--- src/rtl/sw_debounce_pkg.sv ---
// Board-level timing constants shared by the switch/button conditioning logic.
package sw_debounce_pkg;
  localparam int CLK_HZ            = 100_000_000;
  localparam int DEBOUNCE_MS       = 10;
  localparam int DEF_STABLE_CYCLES = CLK_HZ / 1000 * DEBOUNCE_MS;
  localparam int DEF_CNT_W         = 20;
endpackage

--- src/rtl/debounce_cell.sv ---
// One debounced channel: 2-flop synchronizer, stability counter, clean level
// and single-cycle rise/fall pulses registered alongside the level flip.
module debounce_cell
  import sw_debounce_pkg::*;
#(
  parameter int   STABLE_CYCLES = DEF_STABLE_CYCLES,
  parameter int   CNT_W         = DEF_CNT_W,
  parameter logic INIT          = 1'b0
) (
  input  logic clk,
  input  logic rst,
  input  logic raw,
  output logic level,
  output logic rise,
  output logic fall
);
  localparam logic [CNT_W-1:0] LAST = CNT_W'(STABLE_CYCLES - 1);

  logic             sync1, sync2;
  logic [CNT_W-1:0] cnt;

  always_ff @(posedge clk or negedge rst) begin
    if (!rst) begin
      sync1 <= INIT;
      sync2 <= INIT;
      level <= INIT;
      cnt   <= '0;
      rise  <= 1'b0;
      fall  <= 1'b0;
    end else begin
      sync1 <= raw;
      sync2 <= sync1;
      rise  <= 1'b0;
      fall  <= 1'b0;
      // Any agreement with the clean level restarts the window.
      if (sync2 == level) begin
        cnt <= '0;
      end else if (cnt == LAST) begin
        level <= sync2;
        cnt   <= '0;
        rise  <= sync2;
        fall  <= ~sync2;
      end else begin
        cnt <= cnt + 1'b1;
      end
    end
  end
endmodule

--- src/rtl/sw_debounce.sv ---
// N independent debounce channels sharing one clock; each channel is a debounce_cell.
module sw_debounce
  import sw_debounce_pkg::*;
#(
  parameter int   N             = 1,
  parameter int   STABLE_CYCLES = DEF_STABLE_CYCLES,
  parameter int   CNT_W         = DEF_CNT_W,
  parameter logic INIT          = 1'b0
) (
  input  logic         clk,
  input  logic         rst,
  input  logic [N-1:0] raw,
  output logic [N-1:0] level,
  output logic [N-1:0] rise,
  output logic [N-1:0] fall
);
  for (genvar i = 0; i < N; i++) begin : g_ch
    debounce_cell #(
      .STABLE_CYCLES(STABLE_CYCLES),
      .CNT_W        (CNT_W),
      .INIT         (INIT)
    ) u_cell (
      .clk  (clk),
      .rst  (rst),
      .raw  (raw[i]),
      .level(level[i]),
      .rise (rise[i]),
      .fall (fall[i])
    );
  end
endmodule

--- config.mk ---
export PLATFORM = sky130hd
export DESIGN_NAME = sw_debounce
export DESIGN_NICKNAME = d
export VERILOG_FILES = /design/src/rtl/sw_debounce_pkg.sv /design/src/rtl/debounce_cell.sv /design/src/rtl/sw_debounce.sv
export SDC_FILE = /design/constraint.sdc
export NUM_CORES = 1
export LEC_CHECK = 0
export ABC_AREA = 1
export ABC_CLOCK_PERIOD_IN_PS = 1300
export CAP_MARGIN = 20
export CORE_ASPECT_RATIO = 1.75
export CORE_MARGIN = 2
export CORE_UTILIZATION = 53
export CTS_CLUSTER_DIAMETER = 100
export DETAILED_ROUTE_END_ITERATION = 8
export PLACE_DENSITY = 0.75
export SLEW_MARGIN = 25
export SYNTH_ARGS = -nofsm -noshare
export SYNTH_HDL_FRONTEND = slang
export SYNTH_SLANG_ARGS = --single-unit
export TNS_END_PERCENT = 10
--- constraint.sdc ---
create_clock -name clk -period 1.3 [get_ports clk]
set_input_delay 0.13 -clock clk [delete_from_list [all_inputs] [get_ports clk]]
set_output_delay 0.13 -clock clk [all_outputs]
set_load 0.005 [all_outputs]
# Word-level counts from Yosys, hierarchy flattened

Cells that the tools add are included.

Add/subtract/negate cells: 1
$mul: 0
Divide/modulo/power cells: 0
Order comparisons: 0
Eq/ne operators: 2
Shifts and indexed selects: 0
Multiplexer cells: 6
Bitwise gates (word level): 2
Reduce and logical (&&, ||, !) cells: 1

Operators with widths:

| operator                                                        | number |
|---|---|
| 20-bit two-way mux                                              | 2 |
| 20-bit by 1-bit adder with 20-bit output, second input constant | 1 |
| 20-bit == test, second input constant                           | 1 |
| 1-bit two-way mux                                               | 4 |
| 1-bit NOT                                                       | 2 |
| 2-bit AND reduction                                             | 1 |
| 1-bit == test                                                   | 1 |

Bits in registers: 25
Bits in latches: 0
Bits in writable memories: 0
Bits in read-only memories: 0
Output and inout bits: 3
Memories: 0

# Longest topological paths before layout

Gate-level depths: netlist of run 1.

Depth in word-level cells: 3
Gate-level depth with buffers: 9

# Worst setup path before layout of run 1

OpenSTA, ideal clock, no wires.

Path type: register to register
Start: register g_ch[0].u_cell.cnt[0]
End: register g_ch[0].u_cell.cnt[10]
Data arrival time: 1141 ps
Setup slack: 29 ps
Stages on the path, launching flop included: 9
Path buffers: 0
Period minus slack after synthesis: 1271 ps
Cell sequence: dfrtp_1 -> ha_1 -> nand2_1 -> nor2_1 -> nand2_2 -> nor2_4 -> or2_1 -> nand2_1 -> nor2_1

Longest elaborated chain between the ends: 3
Elaborated cells on any way between the ends: 4
Classes of those cells: 1 x add/sub; 1 x eq/ne; 2 x mux

Ends and longest elaborated chain:

| element                                                                    | RTL line                                 | RTL |
|---|---|---|
| from (decl)                                                                | debounce_cell.sv:20                      | `logic [CNT_W-1:0] cnt;` |
| from (signal assigned)                                                     | debounce_cell.sv:44                      | `cnt <= cnt + 1'b1;` |
| 20-bit by 1-bit adder with 20-bit output or 20-bit == test (tied branches) | debounce_cell.sv:44, debounce_cell.sv:38 |  |
| 20-bit two-way mux *                                                       | debounce_cell.sv:38                      | `end else if (cnt == LAST) begin` |
| 20-bit two-way mux *                                                       | debounce_cell.sv:36                      | `if (sync2 == level) begin` |

Mark *: on every way between the ends. The rest lies on a longest branch, timed or not.
A chain may end at the register's enable or synchronous reset.

# Final worst setup path of run 1

Start: register g_ch[0].u_cell.cnt[0]
End: register g_ch[0].u_cell.cnt[9]

The elaborated chain is that of the path after synthesis.

==> results of run 1 <==
per-stage QoR:
step           util, %  cell area, um^2  hold WS, ns  power (mW)
3_3_place_gp      60.6             1490        0.334       0.871
4_1_cts           63.7             1570        0.234        1.32
2_1_floorplan        -             1340       -0.166       0.837
5_1_grt           71.0             1750        0.248        1.38
6_report          71.0             1750        0.214        1.33
3_5_place_dp      60.6             1490        0.347       0.875
power groups by stage:
stage / Combinational, mW / Clock (mW) / Sequential, mW
3_3_place_gp: 0.0624 / 0 / 0.809
2_1_floorplan: 0.0280 / 0 / 0.809
6_report: 0.0775 / 0.457 / 0.800
3_5_place_dp: 0.0653 / 0 / 0.810
4_1_cts: 0.0660 / 0.461 / 0.795
5_1_grt: 0.0881 / 0.489 / 0.801
layout by cell type, fill, tap and decap left out:
cell type        instances
nor3b_1                  1
o21ai_1                  2
ha_4                     1
a21oi_1                  4
xnor2_2                  1
dfrtp_2                  3
nor3b_4                  1
nor3_2                   3
buf_4                   14
nand4_1                  4
clkbuf_8                 3
inv_2                    2
inv_1                   14
nand3_1                 10
or2_1                    1
nor2_2                  11
nand2_2                  4
clkbuf_1                 1
nor2_1                  25
dlygate4sd2_1            1
xor2_2                   1
nand2_1                 22
xor2_1                   7
dfrtp_1                 22
nand2_8                  1
nor2_4                  11
nand2_4                  3
buf_6                    1
clkdlybuf4s50_1          4
nand3_4                  3
nand3_2                  3
cells by family (layout without fill, tap and decap cells):
kind of cell,Yosys count,in the layout,share of synthesized area (%)
fa+ha+maj,1,1,0.932
compound gates,6,6,2.24
flops,25,25,46.6
simple gates,102,103,39.9
xor+xnor,9,9,5.87
buf+inv,16,40,4.47
flip-flops by register name (all words and copies together) (netlist names):
name	count
g_ch.u_cell.cnt	20
g_ch.u_cell.fall	1
g_ch.u_cell.level	1
g_ch.u_cell.rise	1
g_ch.u_cell.sync1	1
g_ch.u_cell.sync2	1
routing by layer:
layer	track usage, %	wire length (um)	up-vias
li1	-	-	551
met1	24.7	1180	558
met2	40.8	1780	32
met3	1.53	90	15
met4	14.9	210	0
met5	0	0	-
final timing paths:
kind                       slack, ns  cells after the start                             from                               end
setup reg to reg               -0.13                      7  g_ch[0].u_cell.cnt[0]$_DFF_PN0_   g_ch[0].u_cell.cnt[9]$_DFF_PN0_
hold reg to reg                 0.36                      0   g_ch[0].u_cell.sync1$_DFF_PN0_    g_ch[0].u_cell.sync2$_DFF_PN0_
max in group asynchronous       0.81                      2                              rst   g_ch[0].u_cell.cnt[6]$_DFF_PN0_
hold / removal                  0.21                      2                              rst  g_ch[0].u_cell.cnt[10]$_DFF_PN0_
setup / recovery               -0.13                      7  g_ch[0].u_cell.cnt[0]$_DFF_PN0_   g_ch[0].u_cell.cnt[9]$_DFF_PN0_
min in group clk                0.30                      1                              raw    g_ch[0].u_cell.sync1$_DFF_PN0_
layout make-up:
type | instances | area, um^2
Timing Repair Buffer | 20 | 165
Inverter | 16 | 60.1
Clock buffer | 4 | 45.0
Fill cell | 171 | 713
Sequential cell | 25 | 629
Tap cell | 26 | 32.5
Multi-Input combinational cell | 119 | 817
what timing repair did:
item                       CTS  global route
resized for setup            7            30
pin swaps                    3            13
setup endpoints to repair   18            20
setup buffers                1             5
cloned                       0             1
==> flow_summary.ini, run 1 <==
[clocking]
cts_buffer_depth = 2
clock-root-buffer = clkbuf_8
clk_pin_slew_worst_paths_ns = 0.09
htree_num_levels = 1
clock_sinks = 25
numCtsBuffers = 3
cts_hold_buf = 0
clock_latency_ns = 0.27
cts_tree = done

[floorplanning]
die_width_um = 42.0
fp.coreArea_um2 = 2460
start_util_pct = 54.5
num_rows = 24
dieHeight_um = 70.6
io_pins = 6
design.die.area_um2 = 2970

[timing]
slew_viol_final = 0
finClkSkew_ns = 0.0110
rsz0062_at_grt = true
hold_viol_final = 0
final-setup-viol-count = 18
post-route-period-util_pct = 110
max_freq_mhz = 700
slew_headroom_pct = 78.7
finalWorstSetupSlack_ns = -0.128
setup_tns_ns = -0.818
min_period_ns = 1.43
tightest_slew_ns = 0.319

[setup_path]
start_kind = flip-flop
worstSetupPathType = flip-flop to flip-flop
crit_chain = buf_4 > inv_1 > nor2_4 > nand2_4 > nor2_4 > xor2_2 > nor2_2
cp_top_family = simple AND/OR/NAND/NOR gates
required_ns = 1.47
cp_slowest_cell = dfrtp_1
crit_buf_inv = 2
end_kind = flip-flop
critPathMaxFanout = 3
worstPathArrival_ns = 1.60
cpMostUsedCell = nor2_4
max_stage_delay_ns = 0.41

[yosys]
synth.area.top_cells = dfrtp_1, nor2_1, nand2_1, xor2_1, nor2_4
syn-cell-area_um2 = 1340
async_reset_ff_share_pct = 100
yosysUniqueCellTypes = 22
syn_avg_cell_area_um2 = 8.44
yosys-top-cells-count = nor2_1, dfrtp_1, nand2_1, inv_1, nand3_1
synth_warnings = 0
yosysMostFrequentCell = nor2_1
yosys.area.top_type = dfrtp_1
yosysSeqAreaShare_pct = 46.6
synth_edf_count = 0
ys_ff_latch = 25
yosysTopAreaCellShare_pct = 46.6
synth_ff_type = dfrtp_1
syn_inst = 159
syn_nets = 163

[power]
internal_power_mw = 1.04
pwr-share-clk_pct = 34.2
p_comb_share_pct = 5.8
switching_share_pct = 22.4
cellPowerDensity_nw_per_um2 = 763
peakVddDrop_mv = 0.717
p_leak_nw = 0.755
power.switching_mw = 0.299
seqPwrFrac_pct = 60.0

[routing]
dr.pass1.iters = 4
wirelength_um = 3260
antenna_left = 0
wire_per_inst_um = 15.5
drc = 0
post_drt_via_cell_ratio = 5.50
vias = 1156
drt_iter0_markers = 27

[place]
dp.cells = 199
place.gp.congestion = 0.860
numPortBuffers = 5
hpwl_um = 2190
place_ws_ns = -0.170

[grt]
antenna_found_initial = 0
grt_pass1_vias = 1200
grt_max_degree = 26
grt_usage_pct = 22.6
grt_first_pass_wirelength_um = 5090
gr-total-overflow = 0

[min_path]
hold_class = input port to async pin

[final_layout]
diodes = 0
stdcell_count = 210
area_growth_pct = 30.3
nNetsFinal = 189
final_layout_size_suffix_gt1_share_pct = 35.9

[job]
cap_violations = 0

[status]
status = finished, violations left
violations = negative setup slack
(Power assumes the default switching activity.)
==> inputs of run 2 (changes only) <==
--- a/config.mk
+++ b/config.mk
@@ -13,6 +13,7 @@
 export CORE_UTILIZATION = 53
 export CTS_CLUSTER_DIAMETER = 100
 export DETAILED_ROUTE_END_ITERATION = 8
+export GPL_ROUTABILITY_DRIVEN = 0
 export PLACE_DENSITY = 0.75
 export SLEW_MARGIN = 25
 export SYNTH_ARGS = -nofsm -noshare
==> results of run 2 <==
Final layout, timing and power as in run 1 (identical DEF).
==> inputs of run 3 (changes only) <==
--- a/config.mk
+++ b/config.mk
@@ -9,13 +9,12 @@
 export ABC_CLOCK_PERIOD_IN_PS = 1300
 export CAP_MARGIN = 20
 export CORE_ASPECT_RATIO = 1.75
-export CORE_MARGIN = 2
+export CORE_MARGIN = 3
 export CORE_UTILIZATION = 53
 export CTS_CLUSTER_DIAMETER = 100
 export DETAILED_ROUTE_END_ITERATION = 8
 export GPL_ROUTABILITY_DRIVEN = 0
 export PLACE_DENSITY = 0.75
-export SLEW_MARGIN = 25
 export SYNTH_ARGS = -nofsm -noshare
 export SYNTH_HDL_FRONTEND = slang
 export SYNTH_SLANG_ARGS = --single-unit
==> run 3 against run 2 <==
  * The flow still finishes with violations (negative setup slack)
  * Global-route usage down 2.6 points
  * Register-to-register slack better by 0.06 ns
  * Sequential power about the same
  * Critical path type unchanged
  * Setup slack better by 0.056 ns
==> flow_summary.ini, run 3 (synthesis gave the netlist of run 1 again) <==
[routing]
drt_iter0_markers = 46
wirelength_um = 3040
vias = 1124
antenna_left = 0
post_drt_via_cell_ratio = 5.48
drc = 0
dr.pass1.iters = 4
wire_per_inst_um = 14.8

[final_layout]
n_fill_cell = 171
diodes = 0
nNetsFinal = 185
regArea_um2 = 628
multi_input_area_um2 = 748
final_layout_size_suffix_gt1_share_pct = 30.0
top_register = g_ch.u_cell.cnt
largest_reg_flops = 20
area_growth_pct = 23.0
final_common_cell = nor2_1
final_cell_mix = nor2_1, dfrtp_1, nand2_1, inv_1
final_area_um2 = 1650

[grt]
gr-total-overflow = 0
grt_max_degree = 26
grt_pass1_vias = 1105
grt_first_pass_wirelength_um = 4680
antenna_found_initial = 0
grt_usage_pct = 20.0

[timing]
slew_viol_final = 0
tightest_slew_ns = 0.312
min_period_ns = 1.37
hold_slack_ns = 0.211
finalWorstSetupSlack_ns = -0.0722
finClkSkew_ns = 0.00652
rsz0062_at_grt = true
post-route-period-util_pct = 106
max_freq_mhz = 729
hold_viol_final = 0
setup_tns_ns = -0.315
final-setup-viol-count = 12
slew_headroom_pct = 79.2

[floorplanning]
fp.coreArea_um2 = 2360
dieHeight_um = 72.6
io_pins = 6
num_rows = 23
design.die.area_um2 = 3200
start_util_pct = 56.9
die_width_um = 44.0

[setup_path]
worstReg2RegStart = g_ch[0].u_cell.cnt[0]$_DFF_PN0_
end_kind = flip-flop
cpMostUsedCell = nor2_4
crit_chain = ha_4 > nand2_2 > nor2_4 > nand2_4 > nor2_4 > nor3b_2 > nor2_1
rr_worst_depth = 7
r2r_setup_slack_ns = -0.07
start_kind = flip-flop
worstPathArrival_ns = 1.54
required_ns = 1.46
worstSetupPathType = flip-flop to flip-flop
max_stage_delay_ns = 0.40
cp_slowest_cell = dfrtp_1
rr_endpoint = g_ch[0].u_cell.cnt[16]$_DFF_PN0_
critPathMaxFanout = 4

[clocking]
clk_pin_slew_worst_paths_ns = 0.09
cts_tree = done
cts_buffer_depth = 2
clock_sinks = 25
numCtsBuffers = 3
clock-root-buffer = clkbuf_8
htree_num_levels = 1
clock_latency_ns = 0.27
cts_hold_buf = 0

[place]
numPortBuffers = 5
place_ws_ns = -0.0577
place_area_um2 = 1500
hpwl_um = 2070

[min_path]
hold_class = input port to async pin

[status]
violations = negative setup slack
status = finished, violations left

[power]
total_power_mw = 1.35
p_leak_nw = 0.711
cellPowerDensity_nw_per_um2 = 815
peakVddDrop_mv = 0.873

[job]
cap_violations = 0
## run 3: cell type report
| class | count | share of cell area (%) |
|---|---|---|
| clock buffer | 3 | 2.50 |
| clock inverter | 1 | 0.455 |
| inverter | 16 | 3.64 |
| multi-input combinational | 119 | 45.3 |
| sequential | 25 | 38.0 |
| tap | 25 | 1.89 |
| timing repair buffer | 16 | 8.18 |
## run 3: metrics by stage
step	std cells	utilization, %
after floorplan	159	-
after global placement	199	63.5
after detailed placement	199	63.5
after CTS	204	66.5
after global routing	205	70.0
final	205	70.0
## run 3: power breakdown
group	total, mW	internal (mW)	switching (mW)
combinational	0.0713	0.0273	0.0439
clock	0.476	0.218	0.259
sequential	0.799	0.788	0.0116
total	1.35	1.03	0.314
## run 3: worst max-delay path, delay by kind of cell, from the launching register on
family	cells	cell delay, ns
adder cells (fa/ha/maj)	1	0.18
AND/OR/NAND/NOR	6	0.67
flip-flops	1	0.40
## run 3: metal layers
| metal | global-route usage (%) | share of wire (%) | vias to the layer above |
|---|---|---|---|
| li1 | - | - | 547 |
| met1 | 21.0 | 37 | 546 |
| met2 | 36.2 | 58 | 24 |
| met3 | 3.46 | 3.5 | 7 |
| met4 | 10.4 | 1.6 | 0 |
| met5 | 0 | 0 | - |
## run 3: timing repair
item,in CTS,in global routing
pin swaps,3,2
hold endpoints to repair,0,0
setup endpoints to repair,15,20
gates resized for setup,4,17
setup buffers,1,0
cloned,0,1
## run 3: how the worst max path moves through the flow
stage | from | end | cells past startpoint | slack, ns
final | g_ch[0].u_cell.cnt[0]$_DFF_PN0_ | g_ch[0].u_cell.cnt[16]$_DFF_PN0_ | 7 | -0.07
after global routing | g_ch[0].u_cell.cnt[0]$_DFF_PN0_ | g_ch[0].u_cell.cnt[16]$_DFF_PN0_ | 7 | -0.16
after CTS | g_ch[0].u_cell.cnt[1]$_DFF_PN0_ | g_ch[0].u_cell.cnt[18]$_DFF_PN0_ | 6 | -0.04
after detailed placement | g_ch[0].u_cell.cnt[1]$_DFF_PN0_ | g_ch[0].u_cell.cnt[16]$_DFF_PN0_ | 7 | -0.06
after global placement | g_ch[0].u_cell.cnt[0]$_DFF_PN0_ | g_ch[0].u_cell.cnt[16]$_DFF_PN0_ | 7 | -0.02
after floorplan | g_ch[0].u_cell.cnt[0]$_DFF_PN0_ | g_ch[0].u_cell.cnt[10]$_DFF_PN0_ | 8 | 0.03
